===== src/rtl/mult_booth.sv =====
// Sequential signed radix-2 Booth multiplier.
// One Booth step per clock; a WIDTH x WIDTH product takes WIDTH steps,
// followed by a single DONE cycle that pulses mult_done.
module mult_booth #(
    parameter int unsigned WIDTH = 32,
    parameter int unsigned CNT_W = 6
) (
    input  logic             clk,
    input  logic             reset,
    input  logic             mult_start,
    input  logic [WIDTH-1:0] mult_a,
    input  logic [WIDTH-1:0] mult_b,
    output logic [WIDTH-1:0] hi,
    output logic [WIDTH-1:0] lo,
    output logic             busy,
    output logic             mult_done
);

    typedef enum logic [1:0] {StIdle, StRun, StDone} state_t;

    state_t           state;
    logic [WIDTH:0]   m_reg;   // sign-extended multiplicand
    logic [WIDTH:0]   a_reg;   // accumulator, one bit wider so -2^(WIDTH-1) cannot overflow
    logic [WIDTH-1:0] q_reg;   // multiplier, shifts out towards q_m1
    logic             q_m1;
    logic [CNT_W-1:0] count;

    logic [WIDTH:0]   a_sum;
    logic [WIDTH:0]   a_next;
    logic [WIDTH-1:0] q_next;
    logic             q_m1_next;

    // Booth add/subtract followed by arithmetic right shift of {A,Q,q_m1}
    always_comb begin
        a_sum = a_reg;
        unique case ({q_reg[0], q_m1})
            2'b01:   a_sum = a_reg + m_reg;
            2'b10:   a_sum = a_reg - m_reg;
            default: a_sum = a_reg;
        endcase
        a_next    = {a_sum[WIDTH], a_sum[WIDTH:1]};
        q_next    = {a_sum[0], q_reg[WIDTH-1:1]};
        q_m1_next = q_reg[0];
    end

    // busy covers both the stepping phase and the completion cycle
    always_comb begin
        busy = (state != StIdle);
    end

    // Control FSM, datapath registers and registered result/done outputs
    always_ff @(posedge clk or negedge reset) begin
        if (!reset) begin
            state     <= StIdle;
            m_reg     <= '0;
            a_reg     <= '0;
            q_reg     <= '0;
            q_m1      <= 1'b0;
            count     <= '0;
            hi        <= '0;
            lo        <= '0;
            mult_done <= 1'b0;
        end else begin
            mult_done <= 1'b0;
            unique case (state)
                StIdle: begin
                    if (mult_start) begin
                        m_reg <= {mult_a[WIDTH-1], mult_a};
                        a_reg <= '0;
                        q_reg <= mult_b;
                        q_m1  <= 1'b0;
                        count <= '0;
                        state <= StRun;
                    end
                end
                StRun: begin
                    a_reg <= a_next;
                    q_reg <= q_next;
                    q_m1  <= q_m1_next;
                    count <= count + CNT_W'(1);
                    if (count == CNT_W'(WIDTH - 1)) begin
                        hi        <= a_next[WIDTH-1:0];
                        lo        <= q_next;
                        mult_done <= 1'b1;
                        state     <= StDone;
                    end
                end
                StDone: begin
                    // start requests here are dropped, not queued
                    state <= StIdle;
                end
                default: state <= StIdle;
            endcase
        end
    end

endmodule


===== config.mk =====
export PLATFORM = sky130hd
export DESIGN_NAME = mult_booth
export DESIGN_NICKNAME = d
export VERILOG_FILES = /design/src/rtl/mult_booth.sv
export SDC_FILE = /design/constraint.sdc
export NUM_CORES = 1
export LEC_CHECK = 0
export ABC_AREA = 0
export CORE_AREA = 2 2 165 167
export DETAILED_ROUTE_END_ITERATION = 8
export DIE_AREA = 0 0 167 169
export DONT_BUFFER_PORTS = 1
export PLACE_DENSITY_LB_ADDON = 0.3
export RECOVER_POWER = 100
export SYNTH_ARGS = -nofsm -noshare
export SYNTH_HDL_FRONTEND = slang
export SYNTH_SLANG_ARGS = --single-unit

===== constraint.sdc =====
create_clock -name clk -period 11.4 [get_ports clk]
set_input_delay 1.14 -clock clk [delete_from_list [all_inputs] [get_ports clk]]
set_output_delay 1.14 -clock clk [all_outputs]
set_load 0.03 [all_outputs]

After elaboration in Yosys (flattened, before gate mapping)
Index checks and enable logic that the tools add are counted.
{"block": "totals", "ff_bits": 171, "elab_cells": 39}
{"block": "op_classes", "n_addsub": 3, "n_reduce_logical": 7, "muxes": 14, "eq_ne": 6}
{"op": "one-hot mux 33 bit (2 select lines)", "n": 2}
{"op": "one-hot mux 32 bit (2 select lines)", "n": 1}
{"op": "adder 33 bit", "n": 1}
{"op": "two-way mux 33 bit", "n": 1}
{"op": "subtractor 33 bit", "n": 1}
{"op": "two-way mux 32 bit", "n": 1}
{"op": "one-hot mux 6 bit (2 select lines)", "n": 1}
{"op": "AND reduction 2 bit", "n": 4}
{"op": "adder 6 x 1 -> 6 bit (second input constant)", "n": 1}
{"op": "equality test 6 x 5 -> 1 bit (second input constant)", "n": 1}
{"op": "two-way mux 6 bit", "n": 1}
{"op": "equality test 2 x 1 -> 1 bit (second input constant)", "n": 2}
{"op": "two-way mux 2 bit", "n": 2}
{"op": "inequality test 2 bit (second input constant)", "n": 2}
{"op": "one-hot mux 2 bit (2 select lines)", "n": 1}
{"op": "nonzero test 2 bit", "n": 2}
{"op": "two-way mux 1 bit", "n": 3}
{"op": "equality test 2 bit (second input constant)", "n": 1}
{"op": "zero test 2 bit", "n": 1}
{"op": "one-hot mux 1 bit (2 select lines)", "n": 1}

Longest topological paths before layout
Gate-level depths: netlist of the first run.
{"block": "logic_depth", "ltp_word": 3, "mapped_depth": 20, "mapped_depth_nobuf": 19}

Worst setup path before layout of the first run
Ideal clock, no wire load.
{"block": "synth_path", "path_type": "register -> register", "from": "reg m_reg[4]", "to": "reg a_reg[31]", "required_time_ns": 11.331, "period_less_slack_ns": 4.017, "setup_slack_ns": 7.383, "arrival_time_ns": 3.948, "stages_incl_launch_ff": 18, "path_cell_list": "dfrtp_1 or4_1 nor4_1 and2_1 nand2_1 nor2_1 a21oi_1 xnor2_1 ha_1 clkbuf_1 a21o_1 a211oi_1 o2111ai_1 nor3_1 nor2_1 xor2_1 or4_1 nand3_1"}
{"block": "synth_via", "elab_chain_len": 3}
{"element": "start: declaration", "line": "22", "text": "logic [WIDTH:0] m_reg;"}
{"element": "start signal: assignment", "line": "68", "text": "m_reg <= {mult_a[WIDTH-1], mult_a};"}
{"element": "subtractor 33 bit / adder 33 bit (equally long branches)", "line": "38, 37"}
{"element": "one-hot mux 33 bit (2 select lines) (*)", "line": "36", "text": "unique case ({q_reg[0], q_m1})"}
{"element": "one-hot mux 33 bit (2 select lines) (*)", "line": "65", "text": "unique case (state)"}
{"element": "end signal: assignment", "line": "77", "text": "a_reg <= a_next;"}
{"element": "end: declaration", "line": "23", "text": "logic [WIDTH:0] a_reg;"}
Every way passes the cells marked *; elsewhere a longest branch is shown, timed or not.
A chain may end at the register's enable or synchronous reset.

Worst setup path after layout of the first run
{"block": "layout_path", "from": "reg state[0]", "to": "reg hi[19]"}
{"block": "layout_via", "elab_chain_len": 2}
{"element": "start: declaration", "line": "21", "text": "state_t state;"}
{"element": "start signal: assignment", "line": "54", "text": "state <= StIdle;"}
{"element": "start signal: assignment", "line": "73", "text": "state <= StRun;"}
{"element": "start signal: assignment", "line": "85", "text": "state <= StDone;"}
{"element": "equality test 2 x 1 -> 1 bit", "line": "65"}
{"element": "AND reduction 2 bit (no line)"}
{"element": "end signal: assignment", "line": "82", "text": "hi <= a_next[WIDTH-1:0];"}
{"element": "end: declaration", "line": "13", "text": "output logic [WIDTH-1:0] hi,"}
Every way passes these cells.

==> flow_summary_export.csv, run 1 <==
group,metric,value,unit
sta,slew_violations,242,
placement,post-place-ws,6800,ps
die,design.die.area,28200,sq um
logic_synthesis,ys.flop_type,"dfrtp_1",
global_routing,grt_antenna_before_repair,0,
flow_run,drv_cap,4,
sta,rsz0062_at_grt,"false",
setup_path,worstPathArrival,5900,ps
logic_synthesis,synth-async-reset-ratio,1.00,
logic_synthesis,synth_cells,1077,
logic_synthesis,ys_top_cells_by_area,"dfrtp_1, nand2_1, nor2_1",
clocking,ctsLongestPathBuffers,2,
drt,detail-route-antenna-nets,0,
setup_path,cp.required,11680,ps
setup_path,timing.critical_path.max_delay_family,"simple AND/OR/NAND/NOR gates",
clocking,cts_htree_levels,4,
setup_path,cp_max_fo,89,
clocking,hold_buffers,0,
die,die_w,167,um
setup_path,worstSetupEndpointType,"flop",
clocking,clk-insertion-delay-late,440,ps
placement,place_congestion,0.879,
clocking,cts_buffers,17,
status,failing_checks,"capacitance limit, slew limit",
clocking,cts.repair_timing.setup_buffer_count,0,
final_layout,final.fill_count,2693,
final_layout,seqCellArea,4250,sq um
sta,clock_skew,14.2,ps
final_layout,layout.nets,1145,
die,die_h,169,um
clocking,post_cts_resized,0,
logic_synthesis,syn_std_cell_area,9150,sq um
logic_synthesis,synth_nets,1180,
logic_synthesis,seq_area_frac_synth,0.465,
setup_path,cp_cell_instances,"nor2b_1 > nand2_1 > clkinv_1 > clkbuf_1 > and3_1 > a21oi_1 > o31ai_1",
setup_path,worstSetupStartpointType,"flop",
global_routing,largest_net_degree_at_the_start_of_global_routing,171,
logic_synthesis,post_synth_edffs,0,
die,ios,133,
drt,route.final.wire_length,23700,um
logic_synthesis,synth-seq-cells,170,
global_routing,global_route_wire_length_before_repair,38600,um
sta,min_period,5620,ps
sta,report.final.hold_viol_count,0,
drt,dr_total_vias,7200,
sta,worst_rel_slew_slack,-1.12,
logic_synthesis,synth.top_cell.area_share,0.465,
setup_path,critical_path_buf_inv_count,2,
logic_synthesis,ys_warn_count,0,
die,num_rows,60,
final_layout,layout_cell_share_with_drive_strength_beyond_1,0.0398,
die,floorplan.core_area,26500,sq um
drt,drt_iter0_drc,465,
drt,wl_per_cell,17.0,um
global_routing,overflow,0,
sta,setup-tns-final,0,ps
sta,report.final.setup_viol,0,
logic_synthesis,synthDominantAreaCellType,"dfrtp_1",
clocking,root_buffer,"clkbuf_16",
clocking,tritoncts,"done",
drt,post-route-drc-count,0,
global_routing,groute.usage.overall,0.170,
clocking,cts.reportedPaths.clkPinSlew,70,ps
sta,post-route-period-util,0.493,
setup_path,slowest_delay,1900,ps
drt,vias_per_cell,5.16,
final_layout,antennaDiodeCount,0,
hold_path,worst_hold_path_type,"primary input to async pin",
sta,fmax,0.178,GHz
global_routing,number_of_global_route_vias_before_repair,7187,
pwr,power_density,358,nW/um^2
status,result_of_the_run,"finished with violations",
logic_synthesis,avg_synthesized_cell_area,8.49,sq um
final_layout,multi_input_area,4570,sq um
placement,dp_hpwl,15900,um
sta,finalWorstSetupSlack,5780,ps
clocking,cts_num_sinks,170,
final_layout,final_core_utilization,0.375,
sta,hold_slack,411,ps
setup_path,worst_path_max_delay_cell,"nand2_1",
pwr,total_leakage_power,0.00444,uW
die,initial_core_util,0.345,
sta,timing_worst_slew_pin_value,3180,ps
final_layout,area_growth,8.78,%
logic_synthesis,synth.distinct_cells,59,
drt,total_iterations_of_the_first_detailed_routing_run,4,
pwr,ir_worst_vdd,0.137,mV
placement,place.port_buffers,0,
setup_path,worst-setup-path-type,"flop to flop",
setup_path,reg2reg_setup_slack,5780,ps
==> worst reg2reg max path, cell delays in order, from the launching register on <==
cell      delay [ps]
dfrtp_1          400
nor2b_1          680
nand2_1         1900
clkinv_1         440
clkbuf_1        1530
and3_1           320
a21oi_1           50
o31ai_1          150
==> placed cells by master (no fill, tap or decap), types with 4 or more instances in the layout <==
master / count
a211oi_1: 9
a21o_1: 13
a21oi_1: 66
a31oi_1: 14
and2_1: 4
and3_1: 4
clkbuf_1: 4
clkbuf_16: 17
dfrtp_1: 170
ha_1: 34
inv_1: 21
mux2i_1: 6
nand2_1: 244
nand2b_1: 5
nand3_1: 35
nand4_1: 4
nor2_1: 122
nor2b_1: 6
nor3_1: 16
nor4_1: 5
o211ai_1: 6
o21ai_0: 83
o21bai_1: 5
o22ai_1: 32
o31ai_1: 9
xnor2_1: 41
xor2_1: 18
==> logic make-up (layout without fill, tap and decap cells) <==
kind of cell	Yosys count	count (layout)	share of synthesized area
flops	170	170	0.465
fa+ha+maj	36	36	0.0501
xor+xnor	59	59	0.0565
compound gates	260	260	0.170
simple gates	464	464	0.217
buf+inv	80	58	0.0330
mux	8	8	0.00903
==> Yosys cell counts, types with 10 or more instances <==
library cell / count
o21ai_0: 75
nand2_1: 244
xnor2_1: 41
o21ai_1: 10
xor2_1: 18
o22ai_1: 32
a21oi_1: 66
clkbuf_1: 52
a31oi_1: 14
nor2_1: 122
inv_1: 21
nor3_1: 16
nand3_1: 35
ha_1: 35
dfrtp_1: 170
a21o_1: 13
==> final timing paths <==
path,from,to,depth (start not counted)
setup / recovery,state[0],hi[19],7
hold / removal,reset,lo[27],0
setup reg to reg,state[0],hi[19],7
hold reg to reg,count[5],count[5],1
max in group asynchronous,reset,m_reg[21],0
min in group clk,count[5],count[5],1
==> power by group <==
part | internal [uW] | leakage (uW) | switching [uW]
clock network | 322 | 0.000283 | 273
registers | 783 | 0.00196 | 170
logic | 814 | 0.00220 | 1200
==> routing by layer <==
metal	global-route usage	share of wire
met5	0	0
met4	0.0465	0.013
met3	0.0428	0.044
met2	0.288	0.49
met1	0.216	0.46
==> area by class of cell <==
| type | count | share of cell area |
|---|---|---|
| clock buffer | 21 | 0.0463 |
| clock inverter | 11 | 0.0131 |
| inverter | 22 | 0.00830 |
| multi-input combinational | 827 | 0.460 |
| sequential | 170 | 0.428 |
| tap | 341 | 0.0429 |
| timing repair buffer | 4 | 0.00226 |
==> through the flow <==
step                      instance area [sq um]  total power [uW]  std cells
after global routing                       9950              3890       1396
final                                      9950              3560       1396
after floorplan                            9150              2530       1077
after detailed placement                   9410              2990       1364
after global placement                     9410              2970       1364
after CTS                                 10000              3590       1396
(Power assumes the default switching activity.)
==> run 2: changes to the inputs <==
==> constraint.sdc (replaced) <==
create_clock -name clk -period 4.5 [get_ports clk]
set_input_delay 0.45 -clock clk [delete_from_list [all_inputs] [get_ports clk]]
set_output_delay 0.45 -clock clk [all_outputs]
set_load 0.03 [all_outputs]
==> flow_summary_export.csv, run 2 (same netlist as run 1, synthesis figures left out) <==
group,metric,value,unit
drt,post-route-drc-count,0,
placement,dp_hpwl,16400,um
die,initial_core_util,0.345,
sta,timing_worst_slew_pin_value,3850,ps
sta,rsz0062_at_grt,"false",
drt,dr_wl_met2,11800,um
global_routing,largest_net_degree_at_the_start_of_global_routing,171,
final_layout,instances_no_fill,1409,
pwr,clock_power_share,0.158,
final_layout,final_common_cell,"nand2_1",
sta,finalWorstSetupSlack,253,ps
final_layout,layout.nets,1158,
final_layout,area_growth,10.5,%
placement,place_congestion,0.876,
drt,dr_total_vias,7266,
pwr,power_density,916,nW/um^2
final_layout,layout_cell_share_with_drive_strength_beyond_1,0.0637,
clocking,cts_num_sinks,170,
die,ios,133,
placement,place.port_buffers,0,
setup_path,worstSetupEndpointType,"flop",
drt,dr.max_layer_used,"met4",
pwr,power_frac_comb,0.581,
flow_run,drv_cap,2,
setup_path,worstPathArrival,4520,ps
die,num_rows,60,
clocking,cts.reportedPaths.clkPinSlew,70,ps
status,failing_checks,"capacitance limit, slew limit",
final_layout,mostFrequentLayoutCells,"nand2_1, dfrtp_1, nor2_1, o21ai_0, a21oi_1",
drt,route.met3.wl,855,um
die,die_h,169,um
pwr,internal_power,4960,uW
pwr,ir_worst_vdd,0.316,mV
sta,worst_rel_slew_slack,-1.57,
drt,drt_iter0_drc,418,
sta,slew_violations,217,
clocking,cts_htree_levels,4,
sta,report.final.setup_viol,0,
clocking,cts_buffers,17,
setup_path,cp.required,4780,ps
setup_path,worstSetupStartpointType,"flop",
global_routing,global_route_wire_length_before_repair,38300,um
clocking,clk-insertion-delay-late,430,ps
clocking,tritoncts,"done",
drt,met1Wirelength,10700,um
global_routing,grt_antenna_before_repair,0,
drt,wl_per_cell,16.9,um
placement,place_inst,1375,
final_layout,antennaDiodeCount,0,
pwr,share_of_total_power_in_sequential_cells,0.261,
hold_path,worst_hold_path_type,"primary input to flop",
global_routing,groute.usage.overall,0.169,
sta,post-route-period-util,0.944,
sta,fmax,0.235,GHz
drt,detail-route-antenna-nets,0,
global_routing,number_of_global_route_vias_before_repair,7105,
setup_path,worst-setup-path-type,"flop to flop",
die,floorplan.core_area,26500,sq um
sta,setup-tns-final,0,ps
die,die_w,167,um
clocking,ctsLongestPathBuffers,2,
pwr,switching_power,4280,uW
drt,total_iterations_of_the_first_detailed_routing_run,4,
placement,post-place-ws,79.3,ps
clocking,root_buffer,"clkbuf_16",
global_routing,overflow,0,
die,design.die.area,28200,sq um
sta,report.final.hold_viol_count,0,
status,result_of_the_run,"finished with violations",
sta,min_period,4250,ps
drt,vias_per_cell,5.16,
pwr,total_leakage_power,0.00452,uW
drt,route.final.wire_length,23800,um
pwr,power.share.switching,0.463,
sta,clock_skew,15.1,ps
setup_path,cp_max_fo,7,
## run 2: changes by cell type in the layout (fill, tap and decap cells not counted), moves of 2 or more
cell / before / now
buf_4: 2 / 11
o21ai_0: 83 / 78
o21ai_1: 2 / 7
a21oi_1: 66 / 64
a21oi_2: 0 / 2
and2_0: 3 / 1
clkinv_2: 0 / 2
clkinv_4: 1 / 3
## run 2: cell type report
| class | count | area (sq um) |
|---|---|---|
| Fill cell | 2725 | 16400 |
| Multi-Input combinational cell | 827 | 4650 |
| Sequential cell | 170 | 4250 |
| Clock buffer | 19 | 443 |
| Tap cell | 341 | 427 |
| Clock inverter | 13 | 134 |
| Timing Repair Buffer | 17 | 111 |
| Inverter | 22 | 82.6 |
## run 2: worst paths after layout
| path | startpoint | end | slack, ps | depth (start not counted) |
|---|---|---|---|---|
| worst max-delay path | m_reg[0] | hi[30] | 250 | 18 |
| worst min-delay path | mult_a[2] | m_reg[2] | 120 | 2 |
| worst max register to register | m_reg[0] | hi[30] | 250 | 18 |
| worst min register to register | count[5] | count[5] | 490 | 1 |
| max in group asynchronous | reset | m_reg[21] | 910 | 1 |
| min in group asynchronous | reset | lo[26] | 1280 | 1 |
## run 2: per-layer routing
metal  vias to the layer above  global-route usage
met2                       105               0.288
met5                         -                   0
met1                      3486               0.218
met3                        27              0.0348
li1                       3648                   -
met4                         0              0.0472
## run 2: power groups by stage
stage / logic, uW / registers [uW] / clock network, uW
4_1_cts: 5320 / 2420 / 1500
6_report: 5380 / 2420 / 1460
5_1_grt: 6060 / 2490 / 1560
3_5_place_dp: 5250 / 2450 / 0
3_3_place_gp: 5230 / 2440 / 0
2_1_floorplan: 4090 / 2320 / 0
## run 2: stage by stage
step / instance area (sq um) / hold slack (ps) / utilization / total power, uW
after floorplan: 9150 / 154 / - / 6410
after global placement: 9490 / 163 / 0.358 / 7660
after detailed placement: 9490 / 163 / 0.358 / 7690
after CTS: 10100 / 107 / 0.381 / 9240
after global routing: 10100 / 123 / 0.381 / 10100
final: 10100 / 125 / 0.381 / 9250
## run 2: what timing repair did
action,in CTS,in global routing
gates resized for setup,0,10
hold endpoints to repair,170,0
hold buffers,1,0
endpoints found under the setup margin,0,24
buffers inserted,0,1
## run 2: critical path: stages (launching register included)
cell	delay, ps
dfrtp_1	380
inv_1	100
ha_1	160
or3b_4	410
nor4b_4	330
and2_4	220
a31oi_1	100
xnor2_1	180
ha_2	350
a21o_1	220
or3b_1	340
a31oi_1	280
a311oi_2	120
a41oi_2	230
buf_4	180
o21bai_1	90
xor2_1	140
mux2i_1	190
o21ai_1	80
==> run 3: changes to the inputs <==
--- a/config.mk
+++ b/config.mk
@@ -7,6 +7,7 @@
 export LEC_CHECK = 0
 export ABC_AREA = 0
 export CORE_AREA = 2 2 165 167
+export CTS_CLUSTER_SIZE = 40
 export DETAILED_ROUTE_END_ITERATION = 8
 export DIE_AREA = 0 0 167 169
 export DONT_BUFFER_PORTS = 1
==> results of run 3 <==
Final layout, timing and power as in run 2 (identical DEF).
==> RTL edit (flow settings as in run 2) <==
Set the parameter `WIDTH` to 64 (it was 32).
--- a/src/rtl/mult_booth.sv
+++ b/src/rtl/mult_booth.sv
@@ -2,7 +2,7 @@
 // One Booth step per clock; a WIDTH x WIDTH product takes WIDTH steps,
 // followed by a single DONE cycle that pulses mult_done.
 module mult_booth #(
-    parameter int unsigned WIDTH = 32,
+    parameter int unsigned WIDTH = 64,
     parameter int unsigned CNT_W = 6
 ) (
     input  logic             clk,
Interface: changed (resized hi, lo, mult_a and mult_b); port bits go from 133 to 261. The function was not compared with the original's and may differ.
==> RTL edit against run 2 <==
- the flow finishes with violations (hold timing, capacitance limit, slew limit, setup timing)
- routed wire length is 140% higher
- synthesized area increased by 100%
- critical path type unchanged
- worst setup slack worse by 700 ps
- design area up 120%
- synthesized cell count increased by 110%
- critical endpoint is now a_reg[63]$_DFFE_PN0P_
- sequential cell count rose by 160
- sequential share of layout area decreased by 5.5 points
- utilization up 47 points
- worst hold slack worse by 510 ps
- largest cell class unchanged
- global-route usage is 22 points higher
- critical path depth rose by 3
Power is not shown: default switching activity piles up to over one toggle a cycle in this logic, so the estimate is an artifact.
==> RTL edit: results (changes against run 2) <==
Timing
  • WHS: -382 ps (-507 ps)
  • Fin Setup TNS: -9550 ps (-9550 ps)
  • Final Max Slew Viols: 117 (-46%)
  • Hold Fails Final Rpt: 330 (+330)
  • Worst-Margin Slew: 1900 ps (-1950 ps)
  • Final setup margin: -448 ps (-701 ps)
  • Setup Skew: 18.8 ps (+3.63 ps)
  • Final setup vio count: 45 (+45)

Synthesis
  • Yosys cell types: 74 (+25%)
  • Adder-cell share of the synthesized area: 0.0466 (-0.00345)
  • Register area share after synthesis: 0.449 (-0.0166)
  • Top post-synthesis cells by count: nand2_1, dfrtp_1, nor2_1
  • Mux cell area share after synthesis: 0.0128 (+0.00375)
  • Xor/xnor share of the synthesized area: 0.0552 (-0.00131)
  • Synth Area in Compound Gates: 0.176 (+0.00632)

Clock tree
  • Clk Latency, worst-skew pair: 530 ps (+100 ps)
  • CTS buffer count: 35 (+18)
  • CTS max path bufs: 3 (+1)

Setup path
  • Worst-path fanout max: 4 (-3)
  • Reg2reg end: a_reg[63]$_DFFE_PN0P_
  • CP startpoint: m_reg[27]$_DFFE_PN0P_

Place
  • DP Worst Slack: -412 ps (-491 ps)

Cells and area
  • Ratio of cells with drive above 1 in the final layout: 0.205 (+0.141)
  • Fillers: 1525 (-44%)

Global routing
  • Largest net degree at the start of global routing: 331 (+94%)

Flow run
  • MaxCap Viol Count: 2 (unchanged)

Routing
  • Routed vias: 17900 (+150%)
  • Post-Route WL: 56700 um (+140%)

Status
  • Status: complete, but fails checks
  • Violated checks: hold timing, capacitance limit, slew limit, setup timing
-- RTL edit: changes by cell type after synthesis, moves of 72 or more --
cell	run 2	this run
clkbuf_1	52	124
nor2_1	122	245
o21ai_0	75	186
nand2_1	244	519
a21oi_1	66	140
dfrtp_1	170	330
-- RTL edit: final cells by class --
class	instances	area share
Inverter	38	0.00643
Antenna cell	1	0.000111
Tap cell	341	0.0189
Clock inverter	12	0.00704
Sequential cell	330	0.366
Clock buffer	50	0.0445
Timing Repair Buffer	299	0.102
Multi-Input combinational cell	1729	0.456
-- RTL edit: metal layers --
metal  global-route usage  share of wire  wire, um
met3               0.0585          0.063      3600
met2                0.665           0.49     27700
met5                    0              0         0
met4                0.222          0.066      3720
met1                0.468           0.38     21700
-- RTL edit: cells by family (layout without fill, tap and decap cells) --
group | Yosys count | count (layout)
other cells | 0 | 1
mux | 22 | 22
fa+ha+maj | 68 | 68
buf+inv | 172 | 399
xor+xnor | 116 | 116
flops | 330 | 330
compound gates | 547 | 547
simple gates | 976 | 976
